<file path="config.mk">
export PLATFORM = sky130hd
export DESIGN_NAME = fetch_ctrl
export DESIGN_NICKNAME = d
export VERILOG_FILES = /design/src/rtl/fetch_ctrl.sv
export SDC_FILE = /design/constraint.sdc
export NUM_CORES = 1
export LEC_CHECK = 0
export BUFFER_PORTS_ARGS = -buffer_cell sky130_fd_sc_hd__buf_2
export CORE_UTILIZATION = 52
export DETAILED_ROUTE_END_ITERATION = 8
export PLACE_DENSITY = 0.87
export SYNTH_ARGS = -nofsm -noshare
export SYNTH_HDL_FRONTEND = slang
export SYNTH_SLANG_ARGS = --single-unit
export TNS_END_PERCENT = 100
</file>
<file path="constraint.sdc">
create_clock -name clk -period 5.09 [get_ports clk]
set_input_delay 0.2545 -clock clk [delete_from_list [all_inputs] [get_ports clk]]
set_output_delay 0.2545 -clock clk [all_outputs]
set_load 0.02 [all_outputs]
</file>
<file path="src/rtl/fetch_ctrl.sv">
// fetch_ctrl: fetch sequencer between PC selection, the instruction cache and
// the IFID register. It owns the fetch PC and keeps at most one Icache read
// outstanding (req/gnt/rvalid). The returned word is held for IFID under a
// valid/ready handshake. Branch (EX) and exception (Ctrl) redirects squash
// any in-flight or held fetch; branch has priority over exception.
//
// Ports:
//   clk, rst_n                    clock, synchronous active-low reset
//   ex_branch_flag/ex_branch_pc   branch redirect request and target
//   ctrl_excp_flag/ctrl_excp_pc   exception redirect request and vector
//   ic_req/ic_addr                Icache read request and address (= fetch PC)
//   ic_gnt                        Icache accepted the request this cycle
//   ic_rvalid/ic_rdata            Icache read data valid and instruction word
//   if_valid/if_pc/if_instr       instruction presented to IFID
//   if_ready                      IFID accepts the presented instruction
//   if_16bit                      presented instruction is compressed
//   busy                          Icache request outstanding (REQ or WAIT)
module fetch_ctrl #(
    parameter int unsigned           ADDR_WIDTH = 32,
    parameter logic [ADDR_WIDTH-1:0] START_PC   = '0
) (
    input  logic                  clk,
    input  logic                  rst_n,
    input  logic                  ex_branch_flag,
    input  logic [ADDR_WIDTH-1:0] ex_branch_pc,
    input  logic                  ctrl_excp_flag,
    input  logic [ADDR_WIDTH-1:0] ctrl_excp_pc,
    output logic                  ic_req,
    output logic [ADDR_WIDTH-1:0] ic_addr,
    input  logic                  ic_gnt,
    input  logic                  ic_rvalid,
    input  logic [31:0]           ic_rdata,
    output logic                  if_valid,
    output logic [ADDR_WIDTH-1:0] if_pc,
    output logic [31:0]           if_instr,
    input  logic                  if_ready,
    input  logic                  if_16bit,
    output logic                  busy
);

    typedef enum logic [1:0] {
        S_IDLE,
        S_REQ,
        S_WAIT,
        S_HOLD
    } state_t;

    state_t                  state;
    logic [ADDR_WIDTH-1:0]   pc;
    // Set when the outstanding Icache read was issued for a PC that has since
    // been redirected away from; its data must be discarded.
    logic                    drop;

    logic                    redirect;
    logic [ADDR_WIDTH-1:0]   target;
    logic [ADDR_WIDTH-1:0]   step;

    always_comb begin
        redirect = ex_branch_flag | ctrl_excp_flag;
        target   = ex_branch_flag ? ex_branch_pc : ctrl_excp_pc;
        step     = if_16bit ? ADDR_WIDTH'(2) : ADDR_WIDTH'(4);
    end

    assign ic_addr = pc;

    always_ff @(posedge clk) begin
        if (!rst_n) begin
            state    <= S_IDLE;
            pc       <= START_PC;
            drop     <= 1'b0;
            ic_req   <= 1'b0;
            if_valid <= 1'b0;
            if_pc    <= '0;
            if_instr <= '0;
            busy     <= 1'b0;
        end else begin
            case (state)
                S_IDLE: begin
                    if (redirect) pc <= target;
                    state  <= S_REQ;
                    ic_req <= 1'b1;
                    busy   <= 1'b1;
                end

                S_REQ: begin
                    // The address may change before gnt; a redirect that
                    // coincides with gnt leaves a stale read in flight.
                    if (redirect) pc <= target;
                    if (ic_gnt) begin
                        state  <= S_WAIT;
                        ic_req <= 1'b0;
                        drop   <= redirect;
                    end
                end

                S_WAIT: begin
                    if (ic_rvalid) begin
                        if (drop || redirect) begin
                            if (redirect) pc <= target;
                            drop   <= 1'b0;
                            state  <= S_REQ;
                            ic_req <= 1'b1;
                        end else begin
                            state    <= S_HOLD;
                            if_valid <= 1'b1;
                            if_pc    <= pc;
                            if_instr <= ic_rdata;
                            busy     <= 1'b0;
                        end
                    end else if (redirect) begin
                        pc   <= target;
                        drop <= 1'b1;
                    end
                end

                S_HOLD: begin
                    // A redirect overrides the sequential PC even when IFID
                    // accepts in the same cycle.
                    if (redirect || if_ready) begin
                        pc       <= redirect ? target : if_pc + step;
                        if_valid <= 1'b0;
                        state    <= S_REQ;
                        ic_req   <= 1'b1;
                        busy     <= 1'b1;
                    end
                end

                default: state <= S_IDLE;
            endcase
        end
    end

endmodule

</file>
Yosys cells after proc, flatten, opt, wreduce, memory -nomap -nowiden

Cells that the tools add are included.

Register bits after elaboration: 102
Input port bits: 104

Mux-type cells: 30
Bitwise gates (word level): 2
$add $sub $neg: 1
Reductions and logical operators: 14
Eq/ne operators: 10

Operators with widths:

| operator                                                        | count |
|---|---|
| 32-bit two-way mux                                              | 6 |
| 32-bit case mux with 3 select lines                             | 1 |
| 32-bit by 3-bit adder with 32-bit output                        | 1 |
| 4-bit AND reduction                                             | 4 |
| 1-bit two-way mux                                               | 13 |
| 2-bit != test, second input constant                            | 5 |
| 2-bit two-way mux                                               | 4 |
| 2-bit case mux with 4 select lines                              | 1 |
| 3-bit != test, second input constant                            | 2 |
| 3-bit AND reduction                                             | 2 |
| 2-bit == test, second input constant                            | 2 |
| 1-bit case mux with 2 select lines                              | 2 |
| 1-bit case mux with 4 select lines                              | 1 |
| 2-bit nonzero test                                              | 2 |
| 3-bit two-way mux                                               | 1 |
| 1-bit case mux with 3 select lines                              | 1 |
| 3-bit nonzero test                                              | 1 |
| 2-bit by 1-bit == test with 1-bit output, second input constant | 1 |
| 2-bit logical NOT                                               | 1 |
| 1-bit logical OR                                                | 2 |
| 2-bit AND reduction                                             | 1 |
| 2-bit OR reduction                                              | 1 |
| 1-bit inverter                                                  | 1 |
| 1-bit bitwise OR                                                | 1 |

Longest topological paths before layout

Depth in word-level cells: 5
Gate-level depth with buffers: 8
Gate-level depth less buffers: 7

Worst setup path before layout

Ideal clock, no wire load.

Path type: register -> register
From: register if_pc[1]
To: register pc[17], in the netlist ic_addr[17]
Required time: 4.976 ns
Setup slack: 2.787 ns
Arrival time: 2.189 ns
Path buffers: 0
Setup time: 0.114 ns
Cell stages (with the launch flop): 8
Clock period less this slack: 2.303 ns
Path through: dfxtp_1 -> ha_1 -> inv_1 -> fa_1 -> nor3_1 -> nand4_1 -> xor2_1 -> a2111oi_0

Cells in the longest elaborated chain, start to end: 4

Ends and longest elaborated chain:

| element                                  | line | source |
|---|---|---|
| start, declared                          | 34   | `output logic [ADDR_WIDTH-1:0] if_pc,` |
| start signal, assigned                   | 106  | `if_pc <= pc;` |
| 32-bit by 3-bit adder with 32-bit output | 120  | `pc <= redirect ? target : if_pc + step;` |
| 32-bit two-way mux                       | 120  |  |
| 32-bit two-way mux                       | 119  | `if (redirect \|\| if_ready) begin` |
| 32-bit case mux with 3 select lines      | 77   | `case (state)` |
| end signal, assigned                     | 79   | `if (redirect) pc <= target;` |
| end signal, assigned                     | 88   | `if (redirect) pc <= target;` |
| end signal, assigned                     | 120  |  |
| end, declared                            | 49   | `logic [ADDR_WIDTH-1:0] pc;` |

Every way passes these cells. The select of a mux whose other input is x is not followed.
A chain may end at the register's enable or synchronous reset.

Worst setup path after layout

From: register state[0]
To: register pc[20], in the netlist ic_addr[20]

Cells in the longest elaborated chain, start to end: 3

Ends and longest elaborated chain:

| element                                                                           | line | source |
|---|---|---|
| start, declared                                                                   | 48   | `state_t state;` |
| start signal, assigned                                                            | 68   | `state <= S_IDLE;` |
| start signal, assigned                                                            | 80   | `state <= S_REQ;` |
| start signal, assigned                                                            | 90   | `state <= S_WAIT;` |
| 2-bit by 1-bit == test with 1-bit output, or another cell as far along            | 77   |  |
| 2-bit OR reduction (no line), or another cell as far along                        | n/a  |  |
| 32-bit case mux with 3 select lines / 2-bit AND reduction (equally long branches) | n/a  |  |
| end signal, assigned                                                              | 79   |  |
| end signal, assigned                                                              | 88   |  |
| end signal, assigned                                                              | 99   | `if (redirect) pc <= target;` |

Several ways; a longest one is shown, not always the timed one.

==> reports/metrics.yaml <==
synthesis:
  yosysWarnings: 0
  yosysUniqueCellTypes: 61
  ys_ff_latch: 102
  synthTopCellsByArea: "dfxtp_1 (42%), nand2_1 (13%), a21oi_1 (8.7%)"
  syn-cell-area_um2: 4870
  synth_top_cell_by_area: "dfxtp_1"
  synth-edff-count: 0
  synth_fp_nets: 724
  synth_top_area_share_pct: 42.0
  syn_inst: 613
  syn_avg_cell_area_um2: 7.94
  synth_ff_type: "dfxtp_1"
  async_flop_share_pct: 0
  seq_area_frac_synth_pct: 42.0
layout:
  final_util_pct: 68.0
  final_common_cell: "buf_2"
  antennaDiodeCount: 0
  final_cell_mix: "buf_2 (202), nand2_1 (166), dfxtp_1 (102)"
  drive_gt1_share_pct: 29.6
  fin_nets: 900
  seqCellArea_um2: 2040
  multi_input_comb_area_um2: 2620
  fill_cells: 744
  areaGrowthSynthToFinish_pct: 24.3
clock_tree:
  cts_sinks: 102
  clk_path_buf_depth: 2
  clk_pin_slew_ps: 100
  cts_buffers: 9
  h-tree-depth: 3
  hold_buffers: 0
  cts_tree: "done"
  cts_setup_buffers: 0
  post_cts_resize_count: 0
  clk_latency_ps: 370
  cts-root-buf: "clkbuf_8"
grt:
  grt_pass1_vias: 4951
  overflow: 0
  antenna_found_initial: 0
  grt_max_degree: 95
  track_usage_pct: 31.1
  grt_pass1_wl_um: 24200
detailed_routing:
  wl_per_cell_um: 17.0
  drtIter0Drc: 366
  drtPass1Iterations: 5
  drt-total-wl_um: 15400
  viasPerCell: 6.02
  drtAntennaViolNets: 0
  vias: 5424
  drc: 0
run:
  drv_cap: 0
critical_path:
  critPathLaunchType: "flop"
  critical_path_required_ps: 5380
  crit_path_end_kind: "flop"
  reg2reg_depth: 5
  worst-setup-path-type: "flop to flop"
  regToRegEndpoint: "ic_addr[20]"
  rrSetupSlack_ps: 2340
  worstSetupEndpoint: "ic_addr[20]"
  r2r-start: "state[0]"
  arrival_ps: 3050
  critical_path.max_fanout: 16
  crit_start: "state[0]"
placement:
  post-dp-hpwl_um: 10700
  gp_congestion: 0.909
  io_buffers: 202
timing:
  max_freq_ghz: 0.363
  tns_ps: 0
  worstMarginPinSlew_ps: 1120
  finalSetupViolations: 0
  finalCritPeriodShare_pct: 54.1
  report.final.slew_viol_count: 0
  relSlewSlack_pct: 25.2
  rsz0062_at_grt: "false"
  hold_viol: 0
  finClkSkew_ps: 9.92
  layout_min_cycle_time_ps: 2750
power_and_ir_drop:
  vdd_drop_max_mv: 0.142
  power.density_nw_per_um2: 250
  p_leak_nw: 2.54
run_status:
  status: "finished clean"
floorplanning:
  die_y_um: 98.7
  ios: 203
  dieWidth_um: 98.7
  start_util_pct: 54.7
  num_rows: 34
  dieArea_um2: 9750
  core_um2: 8890
min_path:
  hold_path.class: "input pin to flop"
## cells by family (layout without fill, tap and decap cells)
| logic type | Yosys count | count (layout) | synth area share (%) |
|---|---|---|---|
| compound gates | 174 | 174 | 22.7 |
| xor+xnor | 22 | 22 | 3.96 |
| fa+ha+maj | 7 | 7 | 1.95 |
| buf+inv | 54 | 234 | 4.50 |
| flops | 102 | 102 | 42.0 |
| mux | 6 | 6 | 1.23 |
| simple gates | 248 | 248 | 23.7 |
## routing by layer
metal	track usage [%]	part of all wire, %	vias to the layer above
met5	0	0	-
met4	12.7	2.6	0
met3	6.67	9.7	38
met2	51.8	48	323
met1	39.1	40	2534
li1	-	-	2529
## stage by stage
step | instance area (µm²) | instances | total power, mW | hold slack, ps | setup WS [ps]
detailed placement | 5880 | 886 | 1.06 | 445 | 2090
global route | 6050 | 901 | 1.56 | 115 | 2090
finish | 6050 | 901 | 1.51 | 103 | 2340
CTS | 6050 | 901 | 1.51 | 104 | 2320
global placement | 5880 | 886 | 1.06 | 438 | 2320
floorplan | 4870 | 613 | 0.971 | 391 | 2790
## sequential cells by signal, summed over array words and instances, names as in the netlist
name	count
state	2
ic_addr	32
ic_req	1
if_instr	32
if_pc	32
if_valid	1
drop	1
busy	1
## synth_stat cells (3+ instances only)
cell / count
dfxtp_1: 102
a21boi_1: 3
nor4_1: 6
o31ai_1: 5
nor2_1: 18
a221oi_1: 5
inv_1: 11
and4_1: 6
a21oi_1: 85
ha_1: 6
nand4_1: 10
buf_2: 10
xor2_1: 11
and2_1: 3
nand2_1: 167
clkbuf_1: 30
o21ai_0: 11
o22ai_1: 14
a211o_1: 5
o41ai_1: 3
a211oi_1: 4
nand3_1: 15
a221o_1: 4
o211ai_1: 4
nor3_1: 5
mux2i_1: 6
o221ai_1: 11
xnor2_1: 11
## report_power, final
group / switching [mW] / internal [mW]
Clock: 0.286 / 0.175
Sequential: 0.0219 / 0.823
Combinational: 0.121 / 0.0825
## final cells by class
class	instances	share of cell area, %
clock buffers	10	2.11
well taps	108	2.23
repair buffers	206	17.2
clock inverters	5	0.621
flip-flops and latches	102	33.8
multi-input cells	457	43.2
inverters	13	0.807
## worst min path at each step
stage,start,end,slack (ps),cells past startpoint
floorplan,ic_rdata[0],if_instr[0],390,2
global placement,if_instr[9],if_instr[9],440,2
detailed placement,if_instr[3],if_instr[3],450,2
CTS,ic_rdata[9],if_instr[9],100,3
global route,ic_rdata[8],if_instr[8],110,3
finish,ic_rdata[9],if_instr[9],100,3
## worst max-delay path, cell delays in order, from the launching register on
cell	delay, ps
dfxtp_1	420
ha_1	260
or3b_1	620
nor3_2	930
o21ai_0	220
a31oi_1	210
Power figures use the tool's default switching activity.
